$ cat src/rtl/tick_controller_pkg.sv
// Shared encodings and reset divisors for the tick controller.
package tick_controller_pkg;

  typedef enum logic [1:0] {
    ST_IDLE   = 2'd0,
    ST_RUN    = 2'd1,
    ST_PAUSE  = 2'd2,
    ST_ADJUST = 2'd3
  } state_t;

  localparam logic [31:0] DEF_DIV_1HZ  = 32'd100000000;
  localparam logic [31:0] DEF_DIV_2HZ  = 32'd50000000;
  localparam logic [31:0] DEF_DIV_FAST = 32'd400000;

  localparam logic [1:0] SEL_1HZ  = 2'd0;
  localparam logic [1:0] SEL_2HZ  = 2'd1;
  localparam logic [1:0] SEL_FAST = 2'd2;

  // A divisor of 0 or 1 would never produce an isolated pulse.
  function automatic logic [31:0] clamp_div(input logic [31:0] d);
    return (d < 32'd2) ? 32'd2 : d;
  endfunction

endpackage

$ cat src/rtl/tick_controller_tick_gen.sv
// Programmable modulo-div counter with a one-cycle tick on the last count.
module tick_gen
  import tick_controller_pkg::*;
#(
  parameter logic [31:0] DIV_RST = 32'd2
) (
  input  logic        clk,
  input  logic        rst_n,
  input  logic        i_en,
  input  logic        i_clr,
  input  logic        i_load,
  input  logic [31:0] i_div,
  output logic        o_tick
);

  logic [31:0] r_div;
  logic [31:0] r_cnt;
  logic        w_last;

  assign w_last = (r_cnt == r_div - 32'd1);
  assign o_tick = i_en && w_last;

  always_ff @(posedge clk or negedge rst_n) begin
    if (!rst_n) begin
      r_div <= clamp_div(DIV_RST);
      r_cnt <= '0;
    end else if (i_load) begin
      r_div <= clamp_div(i_div);
      r_cnt <= '0;
    end else if (i_clr) begin
      r_cnt <= '0;
    end else if (i_en) begin
      r_cnt <= w_last ? 32'd0 : r_cnt + 32'd1;
    end
  end

endmodule

$ cat src/rtl/tick_controller.sv
// Run/pause/adjust controller gating three programmable tick generators.
module tick_controller
  import tick_controller_pkg::*;
#(
  parameter logic [31:0] DIV_1HZ  = DEF_DIV_1HZ,
  parameter logic [31:0] DIV_2HZ  = DEF_DIV_2HZ,
  parameter logic [31:0] DIV_FAST = DEF_DIV_FAST
) (
  input  logic        clk,
  input  logic        rst_n,
  input  logic        start,
  input  logic        pause,
  input  logic        clr,
  input  logic        adj,
  input  logic        cfg_valid,
  input  logic [1:0]  cfg_sel,
  input  logic [31:0] cfg_div,
  output logic        cfg_ready,
  output logic        tick_1hz,
  output logic        tick_2hz,
  output logic        tick_fast,
  output logic        run_tick,
  output logic        blink,
  output logic [1:0]  state
);

  state_t     r_state;
  state_t     w_nxt;
  logic       r_blink;
  logic       w_accept;
  logic [2:0] w_load;
  logic       w_hold_now;
  logic       w_hold_nxt;

  assign cfg_ready = (r_state == ST_IDLE);
  assign w_accept  = cfg_valid && cfg_ready;
  assign w_load[0] = w_accept && (cfg_sel == SEL_1HZ);
  assign w_load[1] = w_accept && (cfg_sel == SEL_2HZ);
  assign w_load[2] = w_accept && (cfg_sel == SEL_FAST);

  always_comb begin
    w_nxt = r_state;
    if (clr) begin
      w_nxt = ST_IDLE;
    end else begin
      case (r_state)
        ST_IDLE:   if (adj) w_nxt = ST_ADJUST; else if (start) w_nxt = ST_RUN;
        ST_RUN:    if (pause) w_nxt = ST_PAUSE;
        ST_PAUSE:  if (adj) w_nxt = ST_ADJUST; else if (pause) w_nxt = ST_RUN;
        ST_ADJUST: if (!adj) w_nxt = ST_PAUSE;
        default:   w_nxt = ST_IDLE;
      endcase
    end
  end

  assign w_hold_now = (r_state == ST_PAUSE) || (r_state == ST_ADJUST);
  assign w_hold_nxt = (w_nxt == ST_PAUSE) || (w_nxt == ST_ADJUST);

  // Blink is forced low on the edge that leaves PAUSE/ADJUST so it never leaks into RUN.
  always_ff @(posedge clk or negedge rst_n) begin
    if (!rst_n) begin
      r_state <= ST_IDLE;
      r_blink <= 1'b0;
    end else begin
      r_state <= w_nxt;
      r_blink <= w_hold_nxt ? (r_blink ^ (tick_2hz && w_hold_now)) : 1'b0;
    end
  end

  tick_gen #(.DIV_RST(DIV_1HZ)) u_tick_1hz (
    .clk(clk), .rst_n(rst_n), .i_en(r_state == ST_RUN), .i_clr(w_nxt == ST_IDLE),
    .i_load(w_load[0]), .i_div(cfg_div), .o_tick(tick_1hz)
  );

  tick_gen #(.DIV_RST(DIV_2HZ)) u_tick_2hz (
    .clk(clk), .rst_n(rst_n), .i_en(1'b1), .i_clr(1'b0),
    .i_load(w_load[1]), .i_div(cfg_div), .o_tick(tick_2hz)
  );

  tick_gen #(.DIV_RST(DIV_FAST)) u_tick_fast (
    .clk(clk), .rst_n(rst_n), .i_en(1'b1), .i_clr(1'b0),
    .i_load(w_load[2]), .i_div(cfg_div), .o_tick(tick_fast)
  );

  always_comb begin
    run_tick = 1'b0;
    case (r_state)
      ST_RUN:    run_tick = tick_1hz;
      ST_ADJUST: run_tick = tick_2hz;
      default:   run_tick = 1'b0;
    endcase
  end

  assign state = r_state;
  assign blink = r_blink;

endmodule

$ cat config.mk
export PLATFORM = sky130hd
export DESIGN_NAME = tick_controller
export DESIGN_NICKNAME = d
export VERILOG_FILES = /design/src/rtl/tick_controller_pkg.sv /design/src/rtl/tick_controller_tick_gen.sv /design/src/rtl/tick_controller.sv
export SDC_FILE = /design/constraint.sdc
export NUM_CORES = 1
export LEC_CHECK = 0
export BUFFER_PORTS_ARGS = -buffer_cell sky130_fd_sc_hd__buf_2
export CORE_MARGIN = 1
export CORE_UTILIZATION = 50
export CTS_CLUSTER_SIZE = 12
export DETAILED_ROUTE_END_ITERATION = 12
export PLACE_DENSITY = 0.68
export SYNTH_ARGS = -nofsm -noshare
export SYNTH_HDL_FRONTEND = slang
export SYNTH_SLANG_ARGS = --single-unit
$ cat constraint.sdc
create_clock -name clk -period 3.8 [get_ports clk]
set_input_delay 0.38 -clock clk [delete_from_list [all_inputs] [get_ports clk]]
set_output_delay 0.38 -clock clk [all_outputs]
set_load 0.02 [all_outputs]
==> impl_metrics.env <==
export IMPL_drt_total_wl_mm=29.72
export IMPL_ys_ff_latch=195
export IMPL_synth_compound_area_share_pct=5.774
export IMPL_netlist_area_mm2=0.01185
export IMPL_finalCritPeriodShare_pct=98.48
export IMPL_finalMaxSlewViolations=0
export IMPL_crit_start="u_tick_2hz.r_div[15]"
export IMPL_synth_edf_count=0
export IMPL_multi_input_area_mm2=0.006755
export IMPL_area_growth_pct=11.78
export IMPL_worst_pin_slew_ns=1.083
export IMPL_n_antenna_cell=0
export IMPL_timing_rr_start="u_tick_2hz.r_div[15]"
export IMPL_maxCapViolCount=0
export IMPL_end_kind="primary output"
export IMPL_synthMuxAreaShare_pct=6.482
export IMPL_hp_class="in2async"
export IMPL_yosysTopAreaCell="dfrtp_1"
export IMPL_clk_latency_ns=0.44
export IMPL_via_per_inst=5.810
export IMPL_synthAdderAreaFrac_pct=0.6334
export IMPL_route_detailed_drc=0
export IMPL_yosysSeqAreaShare_pct=41.49
export IMPL_cts_made_buffers=17
export IMPL_core_area_mm2=0.02292
export IMPL_p_total_mw=6.943
export IMPL_drtPass1Iterations=5
export IMPL_ant_nets=0
export IMPL_final_setup_tns_ns=0
export IMPL_grt_usage_pct=25.85
export IMPL_placed_cells=1638
export IMPL_synthXorXnorAreaFrac_pct=15.59
export IMPL_drive_above_1_share_pct=18.22
export IMPL_vias=9760
export IMPL_finClkSkew_ns=0.01266
export IMPL_die_h_um=156.0
export IMPL_clock_path_buffers=2
export IMPL_wl_per_cell_um=17.69
export IMPL_final_cells=1680
export IMPL_slew_headroom_pct=27.80
export IMPL_nNetsFinal=1401
export IMPL_drt_iter0_drc=586
export IMPL_start_util_pct=51.72
export IMPL_startpoint_type="flip-flop"
export IMPL_synth_warnings=0
export IMPL_synth_flop_cell="dfrtp_1"
export IMPL_synth_top_family_by_area="simple AND/OR/NAND/NOR gates"
export IMPL_synthSimpleGateAreaFrac_pct=27.49
export IMPL_die_w_um=156.0
export IMPL_path_class="reg2out"
export IMPL_cts_tree="built"
export IMPL_fmax_ghz=0.2672
export IMPL_wl_met1_mm=14.26
export IMPL_htreeDepth=4
export IMPL_antenna_found_initial=1
export IMPL_min_period_ns=3.742
export IMPL_ctsRootBufferMaster="clkbuf_16"
export IMPL_grt_pass1_vias=9252
export IMPL_status="finished clean"
export IMPL_fillers=2024
export IMPL_syn_avg_cell_area_um2=9.103
export IMPL_clkSinkCount=195
export IMPL_grt_max_degree=114
export IMPL_ir_drop_mv=0.2915
export IMPL_syn_nets=1349
export IMPL_setup_viol=0
export IMPL_async_reset_ff_share_pct=100.0
export IMPL_ioPinCount=49
export IMPL_die_area_mm2=0.02433
export IMPL_met3_length_mm=1.437
export IMPL_hpwl_mm=21.50
export IMPL_required_ns=3.42
export IMPL_yosysTopAreaCellShare_pct=34.84
export IMPL_grt_pass1_wl_mm=49.05
export IMPL_synthTopCellsByArea="dfrtp_1, xnor2_1, xor2_1"
export IMPL_gp_congestion=0.9041
export IMPL_synth_cell_types=67
export IMPL_fp_row_count=55
export IMPL_port_buffer_count=48
export IMPL_syn_inst=1302
export IMPL_powerDensity_mw_per_mm2=524.0
export IMPL_critPathArrivalTime_ns=3.36
export IMPL_wl_met2_mm=13.55
export IMPL_hold_viol=0
export IMPL_path_clk_slew_ns=0.08
export IMPL_grt_overflow=0
export IMPL_regArea_mm2=0.004920
export IMPL_routed_top_layer="met4"
export IMPL_p_leak_nw=5.461
export IMPL_critPathMaxFanout=4
cell usage in the layout (no fill, tap or decap), drive strengths merged, types with 9 or more instances in the layout:
cell type / count
nand2: 176
dfrtp: 165
nor2: 148
xnor2: 113
xor2: 98
buf: 83
nor3: 76
mux2: 62
nand3: 55
nor4: 39
dfstp: 30
o21ai: 29
nand4: 27
inv: 25
and3: 22
clkbuf: 20
or4: 19
nand2b: 16
a21oi: 14
or3: 14
and4: 9
nand3b: 9
a31oi: 9
worst max-delay path, cell delays in order, from the launching register on:
cell	delay, ns
dfstp_2	0.39
or4_4	0.55
or4_4	0.54
nor3b_2	0.19
xnor2_1	0.09
or3_4	0.35
nor4_4	0.41
and3_4	0.26
buf_4	0.14
worst paths after layout:
check                                   endpoint  slack [ns]  cells past startpoint
setup / recovery                        tick_2hz        0.06                      8
setup reg to reg            u_tick_2hz.r_cnt[26]        0.28                     11
hold / removal              u_tick_fast.r_cnt[2]        0.04                      1
min in group clk                        state[0]        0.11                      2
hold reg to reg            u_tick_fast.r_div[12]        0.49                      2
max in group asynchronous  u_tick_fast.r_div[12]        2.68                      2
Yosys cell counts (4+ instances only):
cell type and instances:
a211oi_1 7, a21o_1 4, a21oi_1 14, a31oi_1 9, and2_1 5, and3_1 22, and4_1 9, buf_2 7
buf_6 4, clkbuf_1 37, dfrtp_1 165, dfstp_2 30, ha_1 6, inv_1 17, mux2_2 62, mux2i_1 7
nand2_1 176, nand2b_1 16, nand3_1 55, nand3b_1 9, nand4_1 27, nand4b_1 6, nor2_1 148, nor2b_1 4
nor3_1 75, nor3b_1 6, nor4_1 37, nor4b_1 4, o211ai_1 5, o21ai_0 28, o31ai_1 6, or2_2 5
or3_1 14, or4_1 17, xnor2_1 113, xor2_1 98
state kept, by name, summed over array words and instances (netlist names):
| signal | cells |
|---|---|
| u_tick_2hz.r_cnt | 32 |
| blink | 1 |
| state | 2 |
| u_tick_1hz.r_div | 32 |
| u_tick_fast.r_div | 32 |
| u_tick_fast.r_cnt | 32 |
| u_tick_1hz.r_cnt | 32 |
| u_tick_2hz.r_div | 32 |
through the flow:
step           hold slack (ns)  utilization (%)  instance area [um^2]  setup slack (ns)
2_1_floorplan          0.08441                -                 11850            0.4851
3_3_place_gp            0.4744            54.44                 12480            0.2356
3_5_place_dp            0.4779            54.44                 12480            0.2019
4_1_cts                0.09399            57.23                 13120         -0.001695
5_1_grt                 0.1087            57.82                 13250         -0.008137
6_report               0.03921            57.82                 13250           0.05771
metal layers:
metal,global-route usage (%),up-vias
met4,7.283,0
met5,0,-
met1,37.26,4814
met3,3.750,42
li1,-,4660
met2,40.37,244
cell families after synthesis:
kind of cell               count (synthesis)
adders and majority gates                  6
DFF                                      195
AOI/OAI and AO/OA                        103
buffers and inverters                     68
muxes                                     69
xor gates and xnor gates                 211
and+or+nand+nor                          650
repair_timing:
item                       in CTS  in global routing
gates resized for setup         9                 20
hold buffers                    0                  0
setup endpoints to repair       3                  9
setup buffers                   3                  7
pin swaps                       6                 10
where the power goes:
part           switching, mW  internal (mW)  total (mW)
Clock                  0.910          0.896        1.81
Sequential             0.636           2.52        3.16
Combinational           1.01          0.971        1.98
Total                   2.55           4.39        6.94
area by class of cell:
type / count / share of cell area [%]
Clock buffer: 19 / 3.343
Clock inverter: 13 / 1.020
Inverter: 17 / 0.4816
Multi-Input combinational cell: 1039 / 50.99
Sequential cell: 195 / 37.13
Tap cell: 313 / 2.956
Timing Repair Buffer: 84 / 4.080
Power figures use the tool's default switching activity.
